<file path="src/rtl/xnorpop_feeder.sv">
// Bit-serial feeder for the XNOR-popcount path: parallel a/w word pairs in, one bit
// per clock out (MSB first), with frame tracking, underrun detection and a result strobe.
module xnorpop_feeder #(
  parameter int word_width = 64,
  parameter int pop_size   = 576
) (
  input  logic                  clk,
  input  logic                  reset,
  input  logic                  in_valid,
  output logic                  in_ready,
  input  logic [word_width-1:0] a_word,
  input  logic [word_width-1:0] w_word,
  output logic                  a,
  output logic                  w,
  output logic                  bit_valid,
  output logic                  frame_done,
  output logic                  pop_strobe,
  output logic                  underrun
);

  localparam int words_per_frame = pop_size / word_width;
  localparam int bit_cw  = (word_width > 1) ? $clog2(word_width) : 1;
  localparam int word_cw = (words_per_frame > 1) ? $clog2(words_per_frame) : 1;
  localparam logic [bit_cw-1:0]  bit_last  = bit_cw'(word_width - 1);
  localparam logic [word_cw-1:0] word_last = word_cw'(words_per_frame - 1);

  typedef enum logic {IDLE, SHIFT} state_e;

  state_e                state_q, state_d;
  logic [word_width-1:0] sh_a_q, sh_a_d;
  logic [word_width-1:0] sh_w_q, sh_w_d;
  logic [word_width-1:0] nb_a_q, nb_a_d;
  logic [word_width-1:0] nb_w_q, nb_w_d;
  logic                  nb_full_q, nb_full_d;
  logic [bit_cw-1:0]     bit_cnt_q, bit_cnt_d;
  logic [word_cw-1:0]    word_cnt_q, word_cnt_d;
  logic [1:0]            strobe_q, strobe_d;
  logic                  underrun_q, underrun_d;

  logic last_bit;
  logic accept;
  logic shifter_free;
  logic refill;
  logic direct_load;

  assign last_bit     = (state_q == SHIFT) && (bit_cnt_q == bit_last);
  assign accept       = in_valid && in_ready;
  assign shifter_free = (state_q == IDLE) || last_bit;
  assign refill       = last_bit && nb_full_q;
  // A parked word always wins the refill slot; in_ready is low then, so no conflict.
  assign direct_load  = accept && shifter_free && !refill;

  // State register: every register, payload included, clears on reset so a
  // dropped frame leaves nothing behind in the buffers.
  always_ff @(posedge clk) begin
    // NOTE: non-blocking assignments here so every register samples pre-edge values.
    if (reset) begin
      state_q    <= IDLE;
      sh_a_q     <= '0;
      sh_w_q     <= '0;
      nb_a_q     <= '0;
      nb_w_q     <= '0;
      nb_full_q  <= 1'b0;
      bit_cnt_q  <= '0;
      word_cnt_q <= '0;
      strobe_q   <= '0;
      underrun_q <= 1'b0;
    end else begin
      state_q    <= state_d;
      sh_a_q     <= sh_a_d;
      sh_w_q     <= sh_w_d;
      nb_a_q     <= nb_a_d;
      nb_w_q     <= nb_w_d;
      nb_full_q  <= nb_full_d;
      bit_cnt_q  <= bit_cnt_d;
      word_cnt_q <= word_cnt_d;
      strobe_q   <= strobe_d;
      underrun_q <= underrun_d;
    end
  end

  // Next-state logic: shifting, counters, buffer movement and underrun detection.
  always_comb begin
    // NOTE: every signal gets a default first so no path leaves one unassigned (no latches).
    state_d    = state_q;
    sh_a_d     = sh_a_q;
    sh_w_d     = sh_w_q;
    nb_a_d     = nb_a_q;
    nb_w_d     = nb_w_q;
    nb_full_d  = nb_full_q;
    bit_cnt_d  = bit_cnt_q;
    word_cnt_d = word_cnt_q;
    underrun_d = 1'b0;
    strobe_d   = {strobe_q[0], frame_done};

    if (state_q == SHIFT) begin
      sh_a_d = {sh_a_q[word_width-2:0], 1'b0};
      sh_w_d = {sh_w_q[word_width-2:0], 1'b0};
      if (last_bit) begin
        bit_cnt_d  = '0;
        word_cnt_d = (word_cnt_q == word_last) ? '0 : word_cnt_q + 1'b1;
      end else begin
        bit_cnt_d  = bit_cnt_q + 1'b1;
      end
    end

    if (refill) begin
      sh_a_d    = nb_a_q;
      sh_w_d    = nb_w_q;
      nb_full_d = 1'b0;
      state_d   = SHIFT;
    end else if (direct_load) begin
      sh_a_d  = a_word;
      sh_w_d  = w_word;
      state_d = SHIFT;
    end else begin
      if (accept) begin
        nb_a_d    = a_word;
        nb_w_d    = w_word;
        nb_full_d = 1'b1;
      end
      if (last_bit) begin
        state_d = IDLE;
        // Emptying away from a frame boundary abandons the partial frame.
        if (word_cnt_d != '0 || bit_cnt_d != '0) begin
          underrun_d = 1'b1;
          word_cnt_d = '0;
          bit_cnt_d  = '0;
        end
      end
    end
  end

  // Output logic.
  always_comb begin
    in_ready   = !nb_full_q && !reset;
    bit_valid  = (state_q == SHIFT);
    a          = bit_valid && sh_a_q[word_width-1];
    w          = bit_valid && sh_w_q[word_width-1];
    frame_done = last_bit && (word_cnt_q == word_last);
    pop_strobe = strobe_q[1];
    underrun   = underrun_q;
  end

endmodule
</file>
<file path="config.mk">
export PLATFORM = sky130hd
export DESIGN_NAME = xnorpop_feeder
export DESIGN_NICKNAME = d
export VERILOG_FILES = /design/src/rtl/xnorpop_feeder.sv
export SDC_FILE = /design/constraint.sdc
export NUM_CORES = 1
export LEC_CHECK = 0
export CAP_MARGIN = 20
export CORE_ASPECT_RATIO = 0.7
export CORE_UTILIZATION = 39
export CTS_CLUSTER_SIZE = 20
export DETAILED_ROUTE_END_ITERATION = 16
export SLEW_MARGIN = 20
export SYNTH_ARGS = -nofsm -noshare
export SYNTH_HDL_FRONTEND = slang
export SYNTH_SLANG_ARGS = --single-unit
</file>
<file path="constraint.sdc">
create_clock -name clk -period 3.77 [get_ports clk]
set_input_delay 0.5655 -clock clk [delete_from_list [all_inputs] [get_ports clk]]
set_output_delay 0.5655 -clock clk [all_outputs]
set_load 0.005 [all_outputs]
</file>
## Word-level counts from Yosys, hierarchy flattened

Index checks and enable logic that the tools add are counted.

| word-level totals | value |
|---|---|
| register bits after elaboration | 271 |
| latch bits | 0 |
| bits in writable memories | 0 |
| memory bits (read-only) | 0 |
| input bits | 131 |
| output and inout port bits | 7 |
| word-level logic and storage cells | 63 |
| memories kept | 0 |

| operators by class | value |
|---|---|
| add/sub/neg operators | 2 |
| multiply operators | 0 |
| divide/modulo/power cells | 0 |
| magnitude comparators | 0 |
| equality and inequality tests | 2 |
| shifts and indexed selects | 0 |
| mux-type cells | 23 |
| bitwise operators | 4 |
| reductions and logical operators | 22 |

Operators by type and width:

| cell | number |
|---|---|
| $mux 64 | 6 |
| $mux 6 | 6 |
| $mux 4 | 7 |
| $logic_and 1x1->1 | 9 |
| $add 6x1->6 const B | 1 |
| $eq 6x6->1 const B | 1 |
| $reduce_bool 3->1 | 2 |
| $reduce_bool 6->1 | 1 |
| $add 4x1->4 const B | 1 |
| $eq 4x4->1 const B | 1 |
| $mux 1 | 4 |
| $not 1->1 | 4 |
| $reduce_bool 4->1 | 1 |
| $reduce_or 4->1 | 1 |
| $logic_not 1->1 | 3 |
| $reduce_and 3->1 | 1 |
| $logic_or 1x1->1 | 2 |
| $reduce_and 2->1 | 1 |
| $reduce_or 2->1 | 1 |

## Logic depth before layout (Yosys ltp)

| depth | value |
|---|---|
| depth in word-level cells | 10 |
| gate-level depth with buffers | 10 |
| mapped depth without buffers | 7 |

## Worst setup path before layout

No wires, ideal clock.

| timing | value |
|---|---|
| kind | input port to flip-flop |
| start | input port reset |
| end | register sh_w_q[31] |
| setup time | 147 ps |
| data arrival time | 1803 ps |
| data required time | 3623 ps |
| slack | 1821 ps |
| stages | 9 |
| buffers on the path | 4 |
| cell sequence | clkbuf_1 nor2_2 nand2_2 or2_1 buf_4 buf_6 buf_6 nand3_1 a311oi_2 |

| on the way | value |
|---|---|
| longest elaborated chain between the ends | 7 |
| elaborated cells between the ends (all ways) | 8 |
| those cells by class | 2 x mux; 6 x reduce/logical |

RTL lines:

| item | line | source |
|---|---|---|
| from (decl) | 8 | `input logic reset,` |
| $logic_not 1->1 (*) | 136 | `in_ready = !nb_full_q && !reset;` |
| $logic_and 1x1->1 (*) | 136 |  |
| net in_ready | 10 | `output logic in_ready,` |
| $logic_and 1x1->1 (*) | 47 | `assign accept = in_valid && in_ready;` |
| $logic_and 1x1->1 (*) (2 in series) | 51 | `assign direct_load = accept && shifter_free && !refill;` |
| $mux 64 | 112 | `end else if (direct_load) begin` |
| $mux 64 | 107 | `if (refill) begin` |
| to (signal assigned) | 71 | `sh_w_q <= sh_w_d;` |
| to (decl) | 31 | `logic [word_width-1:0] sh_w_q, sh_w_d;` |

The timed path passes the listed nets; every way through them passes the cells marked *.
A chain may end at the register's enable or synchronous reset.

## Worst setup path in the final report

| timing | value |
|---|---|
| start | register bit_cnt_q[0] |
| end | output port frame_done |

| on the way | value |
|---|---|
| longest elaborated chain between the ends | 3 |

RTL lines:

| item | line | source |
|---|---|---|
| from (decl) | 35 | `logic [bit_cw-1:0] bit_cnt_q, bit_cnt_d;` |
| from (signal assigned) | 75 | `bit_cnt_q <= bit_cnt_d;` |
| $eq 6x6->1 | 46 | `assign last_bit = (state_q == SHIFT) && (bit_cnt_q == bit_last);` |
| $logic_and 1x1->1 | 46 |  |
| $logic_and 1x1->1 | 140 | `frame_done = last_bit && (word_cnt_q == word_last);` |
| to (decl) | 16 | `output logic frame_done,` |

Every way passes these cells.

==> summary.md <==
| Metric | Value |
|---|---|
| DR vias | `11000` |
| Yosys warning total | `0` |
| Iteration-0 DRC Markers | `around 830` |
| Delay-heaviest family, CP | `simple AND/OR/NAND/NOR gates` |
| Clk_lat worst skew | `~0.54 ns` |
| Worst stage delay on the critical path | `approximately 0.52 ns` |
| Cell Chain, Critical Path | `ha_1 > and2_1 > nand2_1 > nor2_1 > clkdlybuf4s50_1` |
| WP data required | `3.20 ns` |
| Routed vias/inst | `5.49` |
| CTS resizes | `0` |
| Pint | `between 5 and 6 mW` |
| Pwr/cell area | `483 nW/um^2` |
| Hold depth | `2` |
| Min Clock Period, post-route | `3.16 ns` |
| H-tree depth | `1` |
| Core Rows | `53` |
| CP endpoint kind | `output pin` |
| CP bufs+invs | `1` |
| Detailed Routing Iterations Pass 1 | `5` |
| Max cap viols | `0` |
| Max Fclk | `316 MHz` |
| Worst Clk Skew | `roughly 0.0063 ns` |
| Seq pwr share | `approximately 45%` |
| Starting Density | `39.7%` |
| Hold_buf cts | `0` |
| Comb power frac | `12.8%` |
| Setup TNS | `0 ns` |
| Post-DP HPWL | `between 15000 and 20000 um` |
| HP Start | `reset` |
| Post-DRT Antenna Nets | `0` |
| Fin nets | `1698` |
| Final period utilization | `around 84%` |
| GPL Wtd Cong | `0.796` |
| Final Hold Fails | `0` |
| Synth unique cells | `46` |
| WL/cell | `16.8 um` |
| Residual DRC | `0` |
| # IOs | `~140` |
| Routed WL | `33500 um` |
| Pin count of the biggest net entering global routing | `127` |
| TritonCTS Sinks | `between 200 and 300` |
| Gr ovfl total | `0` |
| Maximum vdd ir drop | `0.000256 V` |
| Slew margin rel. | `just under 30%` |
| Most frequent cells in the layout | `391 x nand2_1, 271 x dfxtp_1, 263 x a21oi_1` |
| Sw Ratio | `25.4%` |
| Sw power | `1.76 mW` |
| Layout area overhead | `20.3%` |
| Lkg Pwr | `4.77 nW` |
| Actual slew at the worst max-slew pin | `approximately 1.1 ns` |
| Total GRT Usage | `21.0%` |
| RSZ-0062 raised after global routing | `no` |
| Placed insts | `1946` |
| Critical setup path kind | `flop to output pin` |
| FF-to-FF End | `sh_w_q[58]$_SDFFE_PP0P_` |
| Register-to-register setup slack | `1.00 ns` |
| Die H | `149 um` |
| Port Buffers | `137` |
| Run status | `finished clean` |
| Die area | `about 31000 um^2` |
| TritonCTS clock tree | `yes` |
| Slew Viols, Final | `0` |
| Slowest cell on crit path | `clkdlybuf4s50_1` |
| Syn Inst Count | `1523` |
| Number of synthesized register bits | `271` |
| Initial antenna violation count | `2` |
| Post-Syn Area | `12000 um^2` |
| Reg-to-Reg Start | `bit_cnt_q[0]$_SDFF_PP0_` |
| # setup viols final | `0` |
| Sequential-to-total area share from yosys stat | `45.4%` |
| Post-CTS Setup Bufs | `0` |
| Vias in the first global route | `10200` |
| Syn_nets | `around 1700` |
| Clock transition at path regs | `0.06 ns` |
| Max clock buf depth | `3` |
| R2r worst-path depth | `6` |
| Arr. time, crit path | `2.59 ns` |
| Most common cell after layout, fill and taps aside | `nand2_1` |
| Design Power | `6.94 mW` |
| Ratio of cells with drive above 1 in the final layout | `~7.6%` |
| Worst hold path type | `primary input to flop` |
| First-pass GRT wire length | `54700 um` |
| Worst-case hold path end point | `strobe_q[1]$_SDFF_PP0_` |
| Average cell area after synthesis | `slightly below 8 um^2` |
| Horiz. Die Dim | `roughly 210 um` |
| CP max FO | `12` |
| CTS Buf Count | `28` |
| Core area | `approximately 30000 um^2` |
| Startpoint type of the worst setup path | `flop` |
| Final non-filler cell total | `2000` |
| Power share of the clock group | `approximately 42%` |
| Root cell of the clock tree | `clkbuf_16` |
how the worst max path moves through the flow:
stage / start / to / slack [ns] / depth (start not counted)
2_1_floorplan: reset / sh_w_q[31]$_SDFFE_PP0P_ / 1.82 / 9
3_3_place_gp: in_valid / sh_w_q[63]$_SDFFE_PP0P_ / 0.97 / 6
3_5_place_dp: in_valid / sh_w_q[34]$_SDFFE_PP0P_ / 0.95 / 6
4_1_cts: bit_cnt_q[0]$_SDFF_PP0_ / frame_done / 0.60 / 5
5_1_grt: bit_cnt_q[0]$_SDFF_PP0_ / frame_done / 0.42 / 5
6_report: bit_cnt_q[0]$_SDFF_PP0_ / frame_done / 0.61 / 5
state kept, by name, indices dropped and copies added, names as in the netlist:
name and cells:
word_cnt_q 4, nb_w_q 64, strobe_q 2, bit_valid 1, nb_full_q 1, sh_w_q 64
sh_a_q 64, nb_a_q 64, underrun 1, bit_cnt_q 6
area by class of cell:
cell class | instances | area (um^2)
diodes | 2 | 5.00
clock buffers | 43 | 858
clock inverters | 9 | 123
fillers | 2933 | 15700
inverters | 4 | 15.0
multi-input cells | 1103 | 5780
flip-flops and latches | 271 | 5430
well taps | 412 | 515
repair buffers | 156 | 1660
kinds of logic after synthesis:
family | synth area share (%)
flops | 45.4
xor+xnor | 0.293
compound gates | 23.6
fa+ha+maj | 0.314
buf+inv | 6.68
simple gates | 23.7
power groups by stage:
stage / Sequential, mW / Clock [mW] / Combinational, mW
floorplan: 3.16 / 0 / 0.578
global placement: 3.18 / 0 / 0.870
detailed placement: 3.18 / 0 / 0.887
CTS: 3.12 / 2.99 / 0.890
global route: 3.14 / 3.12 / 0.985
finish: 3.12 / 2.93 / 0.887
routing by layer:
metal  vias up  global-route usage (%)  routed length (um)
met5         -                       0                   0
met1      5259                    31.6               16600
met3        44                    2.64                1760
met4         0                    4.57                 590
li1       5385                       -                   -
met2       294                    31.9               14600
cell usage after synthesis (all sizes together):
library cell,count,area [um^2]
a21o,1,7.51
nor2b,1,6.26
a311oi,129,1380
and3,2,12.5
a31oi,1,6.26
inv,4,15.0
dfxtp,271,5430
o21ai,2,10.0
a222oi,2,20.0
a32o,1,10.0
o311a,1,10.0
nand3,131,656
or2,2,12.5
o31ai,1,7.51
buf,90,577
a22oi,1,7.51
nor4,1,6.26
a21oi,265,1340
and3b,1,8.76
xor2,2,17.5
nand3b,1,7.51
and2,4,25.0
nor2,144,543
xnor2,2,17.5
a211oi,1,7.51
or3b,1,8.76
nor3,2,15.0
ha,3,37.5
nand4,1,6.26
clkbuf,55,206
and4,1,11.3
o31a,1,8.76
nand2,394,1500
nand4b,1,8.76
nand2b,1,6.26
a21boi,2,15.0
per-stage QoR:
stage | setup WS, ns | util (%) | area [um^2] | hold WS, ns
after global placement | 0.969 | 44.5 | 13400 | 0.421
after floorplan | 1.82 | - | 12000 | 0.414
after global routing | 0.416 | 47.8 | 14400 | 0.192
after detailed placement | 0.951 | 44.5 | 13400 | 0.425
after CTS | 0.603 | 47.8 | 14400 | 0.179
final | 0.610 | 47.8 | 14400 | 0.207
Power figures use the tool's default switching activity.
==> patch, RTL diff (same flow settings) <==
The parameter `pop_size` goes from 576 to 1152.
--- a/src/rtl/xnorpop_feeder.sv
+++ b/src/rtl/xnorpop_feeder.sv
@@ -2,7 +2,7 @@
 // per clock out (MSB first), with frame tracking, underrun detection and a result strobe.
 module xnorpop_feeder #(
   parameter int word_width = 64,
-  parameter int pop_size   = 576
+  parameter int pop_size   = 1152
 ) (
   input  logic                  clk,
   input  logic                  reset,
Check against the original RTL: same outputs for any inputs over 4 cycles, from zero or initial values and one cycle with reset high; that may be too few to reach the edited logic, so the function may still have changed.
==> patch against the original RTL <==
Sequential cell count is 1 higher; final area fell by 1.2%; clock power decreased by 4%; core utilization down 0.35 points; area after synthesis fell by 0.82%; routed wire length up 4.1%; setup slack worse by 11 ps; power hardly changed; largest power group unchanged.
==> patch: results (changes against the original RTL) <==
----------------------------------------------------
[Outcome]
  Outcome ... finished, final reports clean

[Worst setup path]
  Setup crit start ... bit_cnt_q[0]
  Worst path arrival time ... 2610 ps (+20 ps)
  Destination of the worst register-to-register timing path ... sh_w_q[8]
  Depth of the worst register-to-register path ... 6 (unchanged)
  Cell at the slowest stage of the critical path ... sky130_fd_sc_hd__clkdlybuf4s50_1
  Endpoint of the worst setup timing path ... frame_done
  Cell class contributing the biggest share of worst-path delay ... simple AND/OR/NAND/NOR gates
  Largest fanout on the critical path ... 9 (-3)
  Worst path max stage delay ... 540 ps (+20 ps)

[Worst hold path]
  Worst hold path type ... input port to register
  Number of cells traversed by the worst hold path ... 2 (unchanged)

[Final layout]
  Share of layout cells above drive strength 1 ... 0.0554 (-0.0203)
  Number of fill cells ... 2940 (+0.24%)
  Inserted Diodes ... 0 (-2)

[STA]
  Highest Clock Rate ... 0.315 GHz (-0.35%)
  Max-slew headroom ... 0.334 (+0.0391)
  Maximum clock skew at final layout ... 13.6 ps (+7.31 ps)

[Placed design]
  DP Worst Slack ... 1000 ps (+51.9 ps)
  IO buf count ... 137 (unchanged)
  Global placement routability congestion ... 0.763 (-4.1%)
  Post-detail-place hpwl ... 18600 um (+1.3%)

[Clocking]
  Clock slew at reported path FFs ... 60 ps (about the same)
  Post-CTS setup-driven buffer insertion count ... 0 (unchanged)
  Buffer type at the clock tree root ... sky130_fd_sc_hd__clkbuf_16
  PostCTS Resize Cnt ... 0 (unchanged)
  # H-tree levels ... 1 (unchanged)
  Number of buffers created by CTS ... 28 (unchanged)
  Later-pin clock latency in the skew report ... ~550 ps

[Synth]
  Post-synth ARST share ... 0 (unchanged)
  Leading cell types by count after synthesis ... sky130_fd_sc_hd__a21oi_1 (391), sky130_fd_sc_hd__dfxtp_1 (272), sky130_fd_sc_hd__nand2_1 (261)
  Register area share after synthesis ... 0.459 (+0.00542)
  Net count after synthesis ... 1557 (-6.0%)
  Number of unique standard cell types used by synthesis ... 45 (-2.2%)
  Yosys warnings ... 0 (unchanged)
  Most common flop cell mapped by yosys ... sky130_fd_sc_hd__dfxtp_1
  Most area-consuming cells after synthesis ... sky130_fd_sc_hd__dfxtp_1 (46%), sky130_fd_sc_hd__a21oi_1 (16%), sky130_fd_sc_hd__a32oi_1 (9.3%)

[Drt]
  Met3 routed wirelength ... 1940 um (+11%)
  Total length of routed wires ... 34900 um (+4.1%)
  Number of search-and-repair iterations in the first detailed-routing pass ... 7 (+2)
  Starting DRC count in detailed routing ... 840 (+0.72%)
  Routed length on met2 ... 15700 um (+7.7%)
  Met1 Routed Length ... 16800 um (+0.97%)
  Highest metal layer used by the detailed router ... met4
  Drt via density ... 6.01 (+9.5%)

[Pwr]
  Maximum resistive drop on vdd ... 299 uV (+17%)
  Total leakage power ... 4.60 nW (-3.5%)

[Global routing]
  Vias in the first global route ... 10600 (+3.9%)
  Pin count of the biggest net entering global routing ... 133 (+4.7%)
  Combined global-route utilization of all metal layers ... 0.221 (+0.0110)
  Initial antenna violation count ... 1 (-1)
  First-pass GRT wire length ... 57000 um (+4.2%)

----------------------------------------------------
==> patch: cell types whose count changed in the layout (fill, tap and decap cells not counted), sizes merged, moves of 125 or more <==
cell    change
a311oi    -129
a21oi     +128
nand2     -133
a32oi     +126
nand3     -125
nor2      -135
o221ai    +126
==> patch: cell type report <==
class	instances	share of cell area
clock buffers	41	0.0605
clock inverters	9	0.00528
inverters	6	0.00194
multi-input cells	974	0.399
flip-flops and latches	272	0.383
well taps	412	0.0363
repair buffers	160	0.114
==> patch: per-stage QoR <==
| stage | util | instances | total power, mW | cell area [sq um] | hold WS [ps] |
|---|---|---|---|---|---|
| final | 0.474 | 1874 | 6.94 | 14200 | 400 |
| after CTS | 0.474 | 1874 | 7.00 | 14200 | 383 |
| after global routing | 0.474 | 1874 | 7.24 | 14200 | 395 |
| after global placement | 0.443 | 1824 | 4.17 | 13300 | 441 |
| after detailed placement | 0.443 | 1824 | 4.19 | 13300 | 446 |
| after floorplan | - | 1423 | 3.84 | 11900 | 414 |
==> patch: logic make-up (layout without fill, tap and decap cells) <==
| family | Yosys count | in the layout | synth area share |
|---|---|---|---|
| buf+inv | 177 | 216 | 0.0660 |
| simple gates | 303 | 303 | 0.103 |
| fa+ha+maj | 3 | 3 | 0.00317 |
| xor+xnor | 5 | 5 | 0.00369 |
| compound gates | 662 | 662 | 0.364 |
| flops | 272 | 272 | 0.459 |
| mux | 1 | 1 | 0.000844 |
==> patch: worst min path at each step <==
stage                      startpoint          end
after detailed placement   nb_a_q[16]   nb_a_q[16]
after global routing            reset    nb_w_q[9]
after floorplan           strobe_q[0]  strobe_q[1]
after global placement     nb_w_q[62]   nb_w_q[62]
final                           reset    nb_w_q[9]
after CTS                       reset    nb_w_q[9]
==> patch: per-layer routing <==
metal | vias to the layer above | track usage
met5 | - | 0
met4 | 0 | 0.0413
met3 | 32 | 0.0340
met2 | 333 | 0.341
met1 | 5509 | 0.327
li1 | 5394 | -
==> patch: where the power goes <==
part / switching (mW) / internal (mW) / total (mW)
Combinational: 0.508 / 0.397 / 0.905
Clock: 1.17 / 1.64 / 2.81
Sequential: 0.120 / 3.11 / 3.23
